## config.mk

```make
export PLATFORM = sky130hd
export DESIGN_NAME = instruction_fetch_unit
export DESIGN_NICKNAME = d
export VERILOG_FILES = /design/src/rtl/instruction_fetch_unit.sv
export SDC_FILE = /design/constraint.sdc
export NUM_CORES = 1
export LEC_CHECK = 0
export BUFFER_PORTS_ARGS = -buffer_cell sky130_fd_sc_hd__buf_2
export CORE_ASPECT_RATIO = 0.8
export CORE_MARGIN = 5
export CORE_UTILIZATION = 46
export DETAILED_ROUTE_END_ITERATION = 8
export HOLD_SLACK_MARGIN = 0.05
export PLACE_DENSITY_LB_ADDON = 0.15
export SLEW_MARGIN = 10
export SYNTH_ARGS = -nofsm -noshare
export SYNTH_HDL_FRONTEND = slang
export SYNTH_SLANG_ARGS = --single-unit
```

## constraint.sdc

```tcl
create_clock -name Clock -period 1.7 [get_ports Clock]
set_input_delay 0 -clock Clock [delete_from_list [all_inputs] [get_ports Clock]]
set_output_delay 0 -clock Clock [all_outputs]
set_load 0.03 [all_outputs]
```

## src/rtl/instruction_fetch_unit.sv

```systemverilog
// Purpose : fetches a 16-bit instruction as two little-endian byte reads at PCIn, then PCIn+1,
//           pulsing a PC increment to the address register file after each byte.
// Latency : Start sampled at edge 0 -> Done in cycle 5 with zero-wait memory; +1 cycle per MemAck wait.
// Backpr. : MemReq is held with a stable MemAddr until MemAck; after ACK_TIMEOUT unacknowledged
//           cycles in one request the fetch aborts to IDLE with Error set.
// Ports   : Clock/Reset (sync, active-low); Start/Busy/Done/Error handshake; MemAddr/MemReq/MemAck/
//           MemData byte memory port; PCIn/ARF_RegSel/ARF_FunSel PC read and increment; IROut word.
module instruction_fetch_unit #(
  parameter int unsigned ACK_TIMEOUT = 8
) (
  input  logic        Clock,
  input  logic        Reset,
  input  logic        Start,
  input  logic [15:0] PCIn,
  output logic [15:0] MemAddr,
  output logic        MemReq,
  input  logic        MemAck,
  input  logic [7:0]  MemData,
  output logic [2:0]  ARF_RegSel,
  output logic [1:0]  ARF_FunSel,
  output logic [15:0] IROut,
  output logic        Busy,
  output logic        Done,
  output logic        Error
);

  typedef enum logic [2:0] {
    IDLE   = 3'd0,
    REQ_LO = 3'd1,
    INC_LO = 3'd2,
    REQ_HI = 3'd3,
    INC_HI = 3'd4,
    FIN    = 3'd5
  } state_t;

  // The abort fires in the REQ cycle whose miss would bring the count up to ACK_TIMEOUT.
  localparam logic [7:0] TO_LAST = 8'(ACK_TIMEOUT - 1);

  state_t      state_q, state_d;
  logic [7:0]  cnt_q, cnt_d;
  logic [15:0] ir_q, ir_d;
  logic        err_q, err_d;

  logic in_req;
  logic in_inc;

  always_comb begin
    state_d = state_q;
    cnt_d   = cnt_q;
    ir_d    = ir_q;
    err_d   = err_q;
    case (state_q)
      IDLE: begin
        if (Start) begin
          state_d = REQ_LO;
          cnt_d   = 8'd0;
          err_d   = 1'b0;
        end
      end
      REQ_LO: begin
        // An ack in the same cycle the timeout would fire wins.
        if (MemAck) begin
          ir_d[7:0] = MemData;
          state_d   = INC_LO;
        end else if (cnt_q == TO_LAST) begin
          err_d   = 1'b1;
          cnt_d   = 8'd0;
          state_d = IDLE;
        end else begin
          cnt_d = cnt_q + 8'd1;
        end
      end
      INC_LO: begin
        state_d = REQ_HI;
        cnt_d   = 8'd0;
      end
      REQ_HI: begin
        if (MemAck) begin
          ir_d[15:8] = MemData;
          state_d    = INC_HI;
        end else if (cnt_q == TO_LAST) begin
          err_d   = 1'b1;
          cnt_d   = 8'd0;
          state_d = IDLE;
        end else begin
          cnt_d = cnt_q + 8'd1;
        end
      end
      INC_HI: begin
        state_d = FIN;
      end
      FIN: begin
        state_d = IDLE;
      end
      default: begin
        state_d = IDLE;
      end
    endcase
  end

  always_ff @(posedge Clock) begin
    if (!Reset) begin
      state_q <= IDLE;
      cnt_q   <= 8'd0;
      ir_q    <= 16'h0000;
      err_q   <= 1'b0;
    end else begin
      state_q <= state_d;
      cnt_q   <= cnt_d;
      ir_q    <= ir_d;
      err_q   <= err_d;
    end
  end

  // Side-effecting outputs are qualified by Reset so an edge that resets the FSM
  // (e.g. while in INC_LO) never also increments the PC or issues a memory read.
  assign in_req = (state_q == REQ_LO) || (state_q == REQ_HI);
  assign in_inc = (state_q == INC_LO) || (state_q == INC_HI);

  assign MemReq     = in_req && Reset;
  assign MemAddr    = (in_req && Reset) ? PCIn : 16'h0000;
  assign ARF_RegSel = (in_inc && Reset) ? 3'b001 : 3'b000;
  assign ARF_FunSel = (in_inc && Reset) ? 2'b01 : 2'b00;
  assign Done       = (state_q == FIN) && Reset;
  assign Busy       = (state_q != IDLE);
  assign IROut      = ir_q;
  assign Error      = err_q;

endmodule

```

==> After elaboration in Yosys (flattened, before gate mapping) <==
Index checks and enable logic that the tools add are counted.
{ "totals": {"regBits": 28, "inputBits": 28, "out_inout_bits": 41} }
{ "op_classes": {"add_sub_neg": 1, "eq_ne": 9, "muxes": 16, "n_reduce_logical": 14} }
{ "op_table": {"columns": ["operator", "n"], "rows": [
  ["$mux 8", 3],
  ["$pmux 8 s3", 1],
  ["$mux 16", 1],
  ["$pmux 3 s5", 1],
  ["$mux 3", 4],
  ["$add 8x1->8 const B", 1],
  ["$eq 8x3->1 const B", 1],
  ["$eq 3x2->1 const B", 2],
  ["$eq 3x3->1 const B", 2],
  ["$reduce_bool 3->1", 2],
  ["$mux 1", 5],
  ["$ne 2x2->1 const B", 2],
  ["$reduce_and 2->1", 2],
  ["$reduce_and 4->1", 1],
  ["$eq 3x1->1 const B", 1],
  ["$logic_and 1x1->1", 3],
  ["$logic_not 3->1", 1],
  ["$reduce_and 3->1", 1],
  ["$logic_or 1x1->1", 2],
  ["$ne 2x1->1 const B", 1],
  ["$pmux 1 s2", 1],
  ["$reduce_bool 2->1", 1],
  ["$reduce_or 2->1", 1]
]} }

==> Longest topological paths before layout <==
{ "depth": {"word_depth": 4, "depth_mapped": 6} }

==> Worst setup path before layout <==
Ideal clock, no wire load.
{ "synth_timing": {"path_type": "register -> output", "from": "register state_q[0]", "to": "output port ARF_RegSel[0]", "t_arrival_ns": 1.751, "t_required_ns": 1.700, "setup_slack_ns": -0.051, "stages_incl_launch_ff": 5, "path_cell_list": "dfxtp_1 -> buf_2 -> clkbuf_1 -> nor3b_1 -> buf_4"} }
{ "synth_between": {"elab_chain_len": 4} }
{ "synth_rtl": {"columns": ["element", "line_no", "text"], "rows": [
  ["start: declaration", "39", "state_t state_q, state_d;"],
  ["start signal: assignment", "108", "state_q <= state_d;"],
  ["$eq 3x2->1 / $eq 3x3->1 (equally long branches)", "118", "assign in_inc = (state_q == INC_LO) || (state_q == INC_HI);"],
  ["$logic_or 1x1->1 (*)", "118", null],
  ["$logic_and 1x1->1 (*)", "122", "assign ARF_RegSel = (in_inc && Reset) ? 3'b001 : 3'b000;"],
  ["$mux 1 (*)", "122", null],
  ["end: declaration", "19", "output logic [2:0] ARF_RegSel,"]
]} }
Mark *: on every way between the ends. The rest lies on a longest branch, timed or not.

==> Final worst setup path <==
{ "layout_timing": {"from": "register cnt_q[4]", "to": "register err_q (netlist: Error)"} }
{ "layout_between": {"elab_chain_len": 3} }
{ "layout_rtl": {"columns": ["element", "line_no", "text"], "rows": [
  ["start: declaration", "40", "logic [7:0] cnt_q, cnt_d;"],
  ["start signal: assignment", "109", "cnt_q <= cnt_d;"],
  ["$eq 8x3->1", "65, 81", null],
  ["$ne 2x1->1 (no line)", null, null],
  ["$reduce_and 4->1 (no line)", null, null],
  ["end signal: assignment", "111", "err_q <= err_d;"],
  ["end: declaration", "42", "logic err_q, err_d;"]
]} }
No other way between the ends.
A chain may end at the register's enable or synchronous reset.

==> results by group <==
Critical path
  • Critical-path cell list: or3_4 -> o41a_1 -> o311ai_2 -> o41ai_1
  • Worst Path Required: 1.86 ns
  • Setup crit end kind: register
  • Slowest cell delay on critical path: 0.41 ns
  • CP max stage cell: or3_4
  • CP arrival: 1.78 ns
  • Crit path kind: register to register
  • Worst-path fanout max: 5
  • Startpoint types: register

Logic synthesis
  • Synth unique cells: 38
  • Sequential share of the synthesized area: 37.9%
  • Avg Cell Area, Syn: 8.40 um^2
  • Area of the mapped netlist: 1480 um^2
  • Mapped Cells: 176
  • Yosys warns: 0
  • Count of state elements after synthesis: 28
  • Top_reg_cell synth: dfxtp_1
  • Post-synth EDFFs: 0
  • Share of flip-flops with an asynchronous set or reset: 0%

Timing
  • Final TNS setup: 0 ns
  • Worst Hold Slack: 0.0693 ns
  • Fmax: 0.617 GHz
  • Min cycle time layout: 1.62 ns
  • Fin Clk Skew: 0.00376 ns
  • Final worst path period share: 95.3%
  • Slew Viols, Final: 0
  • Count of final setup violators: 0
  • Hold Fails Final Rpt: 0

Global routing
  • Vias in the first global route: 1491
  • Total grt overflow: 0
  • Largest net degree at the start of global routing: 36
  • First-pass GRT wire length: 6.41 mm
  • Initial antenna violation count: 0
  • Tot GR Track Use: 18.2%

Die
  • Full die area: 4460 um^2
  • Row count: 18
  • Boundary pin count: 69
  • Initial Util: 47.9%
  • CORE AREA: 3090 um^2
  • Die Span Y: 60.7 um
  • Chip width: 73.4 um

Cells and area
  • ANT cells: 0
  • Non-filler instance count after layout: 287
  • Area growth, synth to finish: 38.5%
  • Commonest non-fill, non-tap cell in the layout: buf_2
  • Most frequent cells in the layout: buf_2, dfxtp_1, nand2_1, and3_1, nor2b_1
  • Final Util: 66.4%
  • Layout cells sized above 1: 37.2%
  • FILL cells: 231
  • Nets: 277

CTS
  • Worst-case clock buffer depth: 2
  • CTS tree: yes
  • Root buffer cell: clkbuf_8
  • Skew-Pair Late Insertion Delay: 0.27 ns
  • Number of H-tree levels: 1
  • TritonCTS buffer count: 3
  • Reg clk slew, reported paths: 0.10 ns
  • Clk sink count: 28

Route
  • Initial DRT Pass Iterations: 4
  • DRC violations left: 0
  • Post-route antenna net violation count: 0
  • Vias per cell: 5.29
  • Detailed-route via count: 1519
  • DRT iter0 DRCs: 72
  • Detailed Route WL: 4.05 mm
  • Drt wl/cell: 14.1 um

Pwr
  • Cell internal pwr: 1.14 mW
  • Maximum vdd drop: 0.355 mV
  • Overall power: 1.57 mW
  • Clock network fraction of total power: 33.4%
  • P_sw: 0.434 mW
  • Leak: 0.977 nW
  • Switching share of power: 27.6%
  • PD cells: 766 nW/um^2
  • Sequential share of power: 43.9%
  • Logic pwr share: 22.7%

Placed design
  • Placed cells: 274
  • # port buffers: 65
  • DPL Wire Length: 2.86 mm
  • Routability cong.: 0.868

Flow run
  • Max-cap viol count: 0

Outcome
  • Run status: finished clean

Hold path
  • Hold WC Path Type: input port to register
[layer usage]
| layer | global-route usage, % | wire length (um) |
|---|---|---|
| met1 | 22.3 | 1750 |
| met2 | 31.5 | 1960 |
| met3 | 3.97 | 287 |
| met4 | 7.24 | 56 |
| met5 | 0 | 0 |
[worst paths after layout]
| kind | startpoint | to | slack, ns | cells past startpoint |
|---|---|---|---|---|
| worst max-delay path | cnt_q[4] | Error | 0.08 | 4 |
| worst min-delay path | Reset | cnt_q[3] | 0.07 | 2 |
| worst min register to register | IROut[10] | IROut[10] | 0.47 | 2 |
| worst max register to register | cnt_q[4] | Error | 0.08 | 4 |
[cell type report]
| class | instances | area [um^2] | share of cell area (%) |
|---|---|---|---|
| Multi-Input combinational cell | 130 | 875 | 42.7 |
| Sequential cell | 28 | 564 | 27.6 |
| Timing Repair Buffer | 83 | 480 | 23.5 |
| Tap cell | 40 | 50.0 | 2.44 |
| Clock buffer | 3 | 41.3 | 2.02 |
| Clock inverter | 1 | 30.0 | 1.47 |
| Inverter | 2 | 7.51 | 0.367 |
[registers in the layout, summed over array words and instances, names as in the netlist]
signal	cells
Error	1
state_q	3
cnt_q	8
IROut	16
[cell usage after synthesis (6+ instances only)]
library cell,n,share of area (%)
dfxtp_1,28,38
and3_1,20,8.5
nand3_1,6,2.0
a21boi_0,11,5.6
clkbuf_1,10,2.5
nor2b_1,14,5.9
mux2i_1,10,6.8
nand2_1,24,6.1
[through the flow]
stage	setup WS [ns]	area, um^2
after global placement	0.0817	1850
after detailed placement	0.0139	1850
after floorplan	0.155	1490
final	0.0803	2050
after CTS	0.00602	2010
after global routing	-0.0318	2050
[power by group through the flow]
stage,Combinational [mW],Clock [mW],Sequential [mW]
6_report,0.357,0.525,0.688
3_3_place_gp,0.327,0,0.701
3_5_place_dp,0.335,0,0.702
5_1_grt,0.386,0.556,0.692
4_1_cts,0.352,0.536,0.687
2_1_floorplan,0.208,0,0.723
[worst max-delay path, delay by kind of cell (launching register included)]
family | cells | cell delay [ns]
DFF | 1 | 0.36
and+or+nand+nor | 1 | 0.41
AOI/OAI and AO/OA | 3 | 0.73
[kinds of logic (layout without fill, tap and decap cells)]
family / Yosys count / count (layout) / share of synthesized area [%]
and+or+nand+nor: 83 / 83 / 30.8
AOI/OAI and AO/OA: 32 / 32 / 16.4
DFF: 28 / 28 / 37.9
buffers and inverters: 20 / 89 / 6.43
muxes: 10 / 10 / 6.77
adders and majority gates: 1 / 1 / 0.846
other: 1 / 3 / 0.254
xor gates and xnor gates: 1 / 1 / 0.592
[repair_timing]
| action | in CTS | in global routing |
|---|---|---|
| cloned | 0 | 0 |
| hold endpoints to repair | 16 | 0 |
| buffers inserted | 1 | 0 |
| resized for setup | 2 | 8 |
| hold buffers | 8 | 0 |
| pin swaps | 2 | 1 |
| endpoints found under the setup margin | 1 | 8 |
(Power assumes the default switching activity.)
